[src/rtl/semimips_pkg.sv]
// ============================================================================
// Module  : semimips_pkg
// Brief   : Shared constants, FSM encoding and helpers for the fetch stage.
// Revision: 1.0
// ============================================================================
`default_nettype none

package semimips_pkg;

    localparam logic [31:0] c_RESET_PC_DEFAULT = 32'h0000_0000;
    localparam logic [31:0] c_NOP_WORD         = 32'h0000_0000;

    typedef enum logic [1:0] {
        BOOT = 2'd0,
        RUN  = 2'd1,
        HOLD = 2'd2
    } fetch_state_t;

    function automatic logic [31:0] word_align(input logic [31:0] addr);
        return {addr[31:2], 2'b00};
    endfunction

endpackage

`default_nettype wire

[src/rtl/sat_counter.sv]
// ============================================================================
// Module  : sat_counter
// Brief   : Up-counter that sticks at all-ones, with synchronous clear.
// Revision: 1.0
// ============================================================================
`default_nettype none

module sat_counter #(
    parameter int WIDTH = 16
) (
    input  logic             clk,
    input  logic             clear,
    input  logic             inc,
    output logic [WIDTH-1:0] count
);

    localparam logic [WIDTH-1:0] c_ONE = {{(WIDTH-1){1'b0}}, 1'b1};

    logic [WIDTH-1:0] r_count;

    always_ff @(posedge clk) begin
        if (clear) begin
            r_count <= '0;
        end else if (inc && (r_count != {WIDTH{1'b1}})) begin
            r_count <= r_count + c_ONE;
        end
    end

    assign count = r_count;

endmodule

`default_nettype wire

[src/rtl/fetch_stage.sv]
// ============================================================================
// Module  : fetch_stage
// Brief   : Instruction fetch: PC register, IF/ID latch, perf counters.
// Revision: 1.0
// ============================================================================
`default_nettype none

module fetch_stage
    import semimips_pkg::*;
#(
    parameter logic [31:0] RESET_PC = c_RESET_PC_DEFAULT
) (
    input  logic        clk,
    input  logic        reset,
    input  logic        stall,
    input  logic        pcload,
    input  logic [31:0] pctarget,
    input  logic        ifidflush,
    output logic [31:0] imem_addr,
    input  logic [31:0] imem_data,
    output logic [31:0] pc,
    output logic [31:0] ifid_instr,
    output logic [31:0] ifid_pcplus4,
    output logic        ifid_valid,
    output logic        misalign,
    output logic [15:0] fetch_count,
    output logic [15:0] flush_count
);

    fetch_state_t r_state;
    logic [31:0]  r_pc;
    logic [31:0]  r_instr;
    logic [31:0]  r_pcplus4;
    logic         r_valid;
    logic         r_misalign;

    logic         w_boot;
    logic [31:0]  w_pc_plus4;
    logic         w_fetch_inc;
    logic         w_flush_inc;

    assign w_boot      = (r_state == BOOT);
    assign w_pc_plus4  = r_pc + 32'd4;
    // Control inputs only take effect once out of BOOT and out of reset.
    assign w_fetch_inc = !reset && !w_boot && !ifidflush && !stall;
    assign w_flush_inc = !reset && !w_boot && ifidflush && r_valid;

    always_ff @(posedge clk) begin
        if (reset) begin
            r_state    <= BOOT;
            r_pc       <= RESET_PC;
            r_instr    <= c_NOP_WORD;
            r_pcplus4  <= 32'd0;
            r_valid    <= 1'b0;
            r_misalign <= 1'b0;
        end else if (w_boot) begin
            r_state    <= RUN;
            r_pc       <= RESET_PC;
            r_instr    <= c_NOP_WORD;
            r_pcplus4  <= 32'd0;
            r_valid    <= 1'b0;
            r_misalign <= 1'b0;
        end else begin
            case (r_state)
                RUN:     if (stall && !pcload) r_state <= HOLD;
                HOLD:    if (!stall || pcload) r_state <= RUN;
                default: r_state <= BOOT;
            endcase

            if (pcload) begin
                r_pc <= word_align(pctarget);
            end else if (!stall) begin
                r_pc <= w_pc_plus4;
            end

            r_misalign <= pcload && (pctarget[1:0] != 2'b00);

            if (ifidflush) begin
                r_instr   <= c_NOP_WORD;
                r_pcplus4 <= 32'd0;
                r_valid   <= 1'b0;
            end else if (!stall) begin
                r_instr   <= imem_data;
                r_pcplus4 <= w_pc_plus4;
                r_valid   <= 1'b1;
            end
        end
    end

    sat_counter #(.WIDTH(16)) u_fetch_cnt (
        .clk   (clk),
        .clear (reset),
        .inc   (w_fetch_inc),
        .count (fetch_count)
    );

    sat_counter #(.WIDTH(16)) u_flush_cnt (
        .clk   (clk),
        .clear (reset),
        .inc   (w_flush_inc),
        .count (flush_count)
    );

    assign imem_addr    = r_pc;
    assign pc           = r_pc;
    assign ifid_instr   = r_instr;
    assign ifid_pcplus4 = r_pcplus4;
    assign ifid_valid   = r_valid;
    assign misalign     = r_misalign;

endmodule

`default_nettype wire

[config.mk]
export PLATFORM = sky130hd
export DESIGN_NAME = fetch_stage
export DESIGN_NICKNAME = d
export VERILOG_FILES = /design/src/rtl/semimips_pkg.sv /design/src/rtl/sat_counter.sv /design/src/rtl/fetch_stage.sv
export SDC_FILE = /design/constraint.sdc
export NUM_CORES = 1
export LEC_CHECK = 0
export CELL_PAD_IN_SITES_DETAIL_PLACEMENT = 2
export CELL_PAD_IN_SITES_GLOBAL_PLACEMENT = 2
export CORE_ASPECT_RATIO = 0.5
export CORE_MARGIN = 1.5
export CORE_UTILIZATION = 25
export DETAILED_ROUTE_END_ITERATION = 7
export PLACE_DENSITY = 0.9
export SYNTH_ARGS = -nofsm -noshare
export SYNTH_HDL_FRONTEND = slang
export SYNTH_SLANG_ARGS = --single-unit
[constraint.sdc]
create_clock -name clk -period 5.38 [get_ports clk]
set_input_delay 1.076 -clock clk [delete_from_list [all_inputs] [get_ports clk]]
set_output_delay 1.076 -clock clk [all_outputs]
set_load 0.03 [all_outputs]
==> metrics.yaml <==
status: "complete, no violations"
synth_area_leaders: "dfxtp_1 41%, mux2i_1 7.6%, nor2_1 7.3%"
fin_ws_ns: 1.84
maxCapViolations: 0
die_h_um: 115
grt_antenna_before_repair: 1
num_vias: 6259
io_pins: 231
cts_sinks: 128
slowest_delay_ns: 0.82
hold_viol: 0
start_kind: "input port"
fin_skew_ns: 0.0128
setup_tns_ns: 0
fin_cells: 1250
cts.reportedPaths.clkPinSlew_ns: 0.06
globalplace.congestion: 0.757
ant_nets: 0
htreeDepth: 4
vias_per_cell: 5.01
grt_max_degree: 67
setup_viol: 0
clk_path_buf_depth: 2
cellLeakagePower_nw: 3.19
cp-end-kind: "register"
grt_overflow: 0
numCtsBuffers: 17
postRouteWirelength_mm: 28.9
portBuffers: 224
synth_seq_area_share_pct: 40.6
die-area_um2: 26300
crit_top_cell: "buf_4"
hold_ws_ns: 0.496
syn-cell-area_um2: 6310
mostFrequentLayoutCells: "223 x clkdlybuf4s50_1, 128 x dfxtp_1, 123 x nor2_1"
postCtsSetupBuffers: 0
synthArstFlopShare_pct: 0
slew_headroom_pct: 29.8
required_ns: 5.70
postSynthCellCount: 732
seqCellArea_um2: 2560
insertion_delay_ns: 0.45
rsz0062_at_grt: "false"
syn_avg_cell_area_um2: 8.62
multi_input_area_um2: 3290
cts_root_buffer: "clkbuf_16"
final_common_cell: "clkdlybuf4s50_1"
grt_pass1_wl_mm: 43.8
dp_hpwl_mm: 18.7
tightestPinTransition_ns: 1.05
yosys_most_used_dff: "dfxtp_1"
finalCritPeriodShare_pct: 65.8
placementRows: 40
max_freq_mhz: 282
post-place-ws_ns: 1.48
power_density_nw_per_um2: 272
r2r_slack_ns: 2.42
routedWlPerCell_um: 23.1
critPathArrivalTime_ns: 3.86
maxSlewViolCount: 0
cts_tree: "done"
nets: 971
synth_warnings: 0
drcViolationCount: 0
core_area_um2: 24400
fin_crit_ns: 3.54
cp_cell_sequence: "clkdlybuf4s50_1 -> buf_4 -> o21bai_4 -> buf_4 -> or2_2 -> nor3_1 -> mux2i_1 -> nand2_1"
initial_core_util_pct: 25.9
drtPass1Iterations: 4
irDropWorstVdd_mv: 0.236
cts_resized: 0
synth_edf_count: 0
crit_type: "in -> reg"
grt_usage_pct: 22.3
synth_top_area_share_pct: 40.6
fp.dieW_um: 228
syn2layout_area_growth_pct: 44.9
drt-initial-drc-count: 268
cp_slowest_cell: "or2_2"
placedCellCount: 1216
ys_types: 51
drive_gt1_share_pct: 5.92
yosysTopAreaCell: "dfxtp_1"
cts_hold_buf: 0
cp_max_fo: 43
min_path_type: "reg -> reg"
ys_seq_elements: 128
nFillCells: 2649
grt_pass1_vias: 7036
==> layer usage <==
layer | wire (µm) | vias up | GRT usage, % | share of wire, %
met5 | 0 | - | 0 | 0
met4 | 1400 | 0 | 13.9 | 4.8
met3 | 1220 | 87 | 4.83 | 4.2
met2 | 15300 | 191 | 40.7 | 53
met1 | 11000 | 3155 | 23.7 | 38
li1 | - | 2826 | - | -
==> power by group <==
part / switching, mW / total (mW) / internal [mW] / leakage (nW)
Clock: 0.472 / 1.19 / 0.715 / 0.278
Sequential: 0.0389 / 1.01 / 0.968 / 1.04
Combinational: 0.168 / 0.296 / 0.128 / 1.88
==> cell usage after synthesis (2+ instances only) <==
library cell and n:
a211oi_1 16, a21oi_1 34, and2_1 7, and3_1 12, and4_1 11, buf_1 7
buf_2 10, buf_4 36, clkbuf_1 31, dfxtp_1 128, ha_1 3, inv_1 3
mux2i_1 48, nand2_1 40, nand3_1 20, nand4_1 19, nand4b_1 3, nor2_1 123
nor2b_1 6, nor3_1 21, nor3_2 3, nor4_1 4, nor4_2 5, nor4b_1 2
o2111ai_1 5, o211ai_1 8, o21ai_0 28, o31ai_1 2, or2_2 2, or3_1 2
or4_4 2, xnor2_1 36, xor2_1 37
==> registers in the layout, summed over array words and instances, names as in the netlist <==
register / count
ifid_valid: 1
ifid_instr: 32
ifid_pcplus4: 30
u_flush_cnt.count: 16
misalign: 1
r_state: 2
u_fetch_cnt.count: 16
imem_addr: 30
==> critical path, delay by kind of cell <==
| family | cells | cell delay (ns) |
|---|---|---|
| AOI/OAI and AO/OA | 1 | 0.19 |
| buffers and inverters | 3 | 1.27 |
| and+or+nand+nor | 3 | 1.05 |
| muxes | 1 | 0.24 |
==> cell type report <==
type / count / share of cell area (%)
antenna: 2 / 0.0547
inverter: 5 / 0.205
clock buffer: 22 / 5.18
clock inverter: 10 / 1.20
sequential: 128 / 28.0
multi-input combinational: 519 / 35.9
timing repair buffer: 228 / 24.8
tap: 336 / 4.60
==> stage by stage <==
stage                     util (%)  power (mW)  area (µm²)
final                         37.5        2.49        9150
after global routing          37.5        2.57        9140
after CTS                     37.5        2.51        9140
after detailed placement      35.1        1.31        8560
after global placement        35.1        1.30        8560
after floorplan                  -        1.18        6330
==> worst paths after layout <==
path	startpoint	end	depth (start not counted)
setup / recovery	reset	ifid_pcplus4[26]$_SDFFE_PP0N_	8
setup reg to reg	imem_addr[3]$_SDFFE_PP0P_	imem_addr[30]$_SDFFE_PP0P_	6
hold reg to reg	ifid_pcplus4[28]$_SDFFE_PP0N_	ifid_pcplus4[28]$_SDFFE_PP0N_	1
hold / removal	ifid_pcplus4[28]$_SDFFE_PP0N_	ifid_pcplus4[28]$_SDFFE_PP0N_	1
==> kinds of logic after synthesis <==
| logic type | share of synthesized area (%) |
|---|---|
| simple gates | 23.4 |
| flops | 40.6 |
| compound gates | 9.62 |
| buf+inv | 7.81 |
| xor+xnor | 10.1 |
| mux | 7.79 |
| fa+ha+maj | 0.595 |
| other cells | 0.0594 |
(Power assumes the default switching activity.)
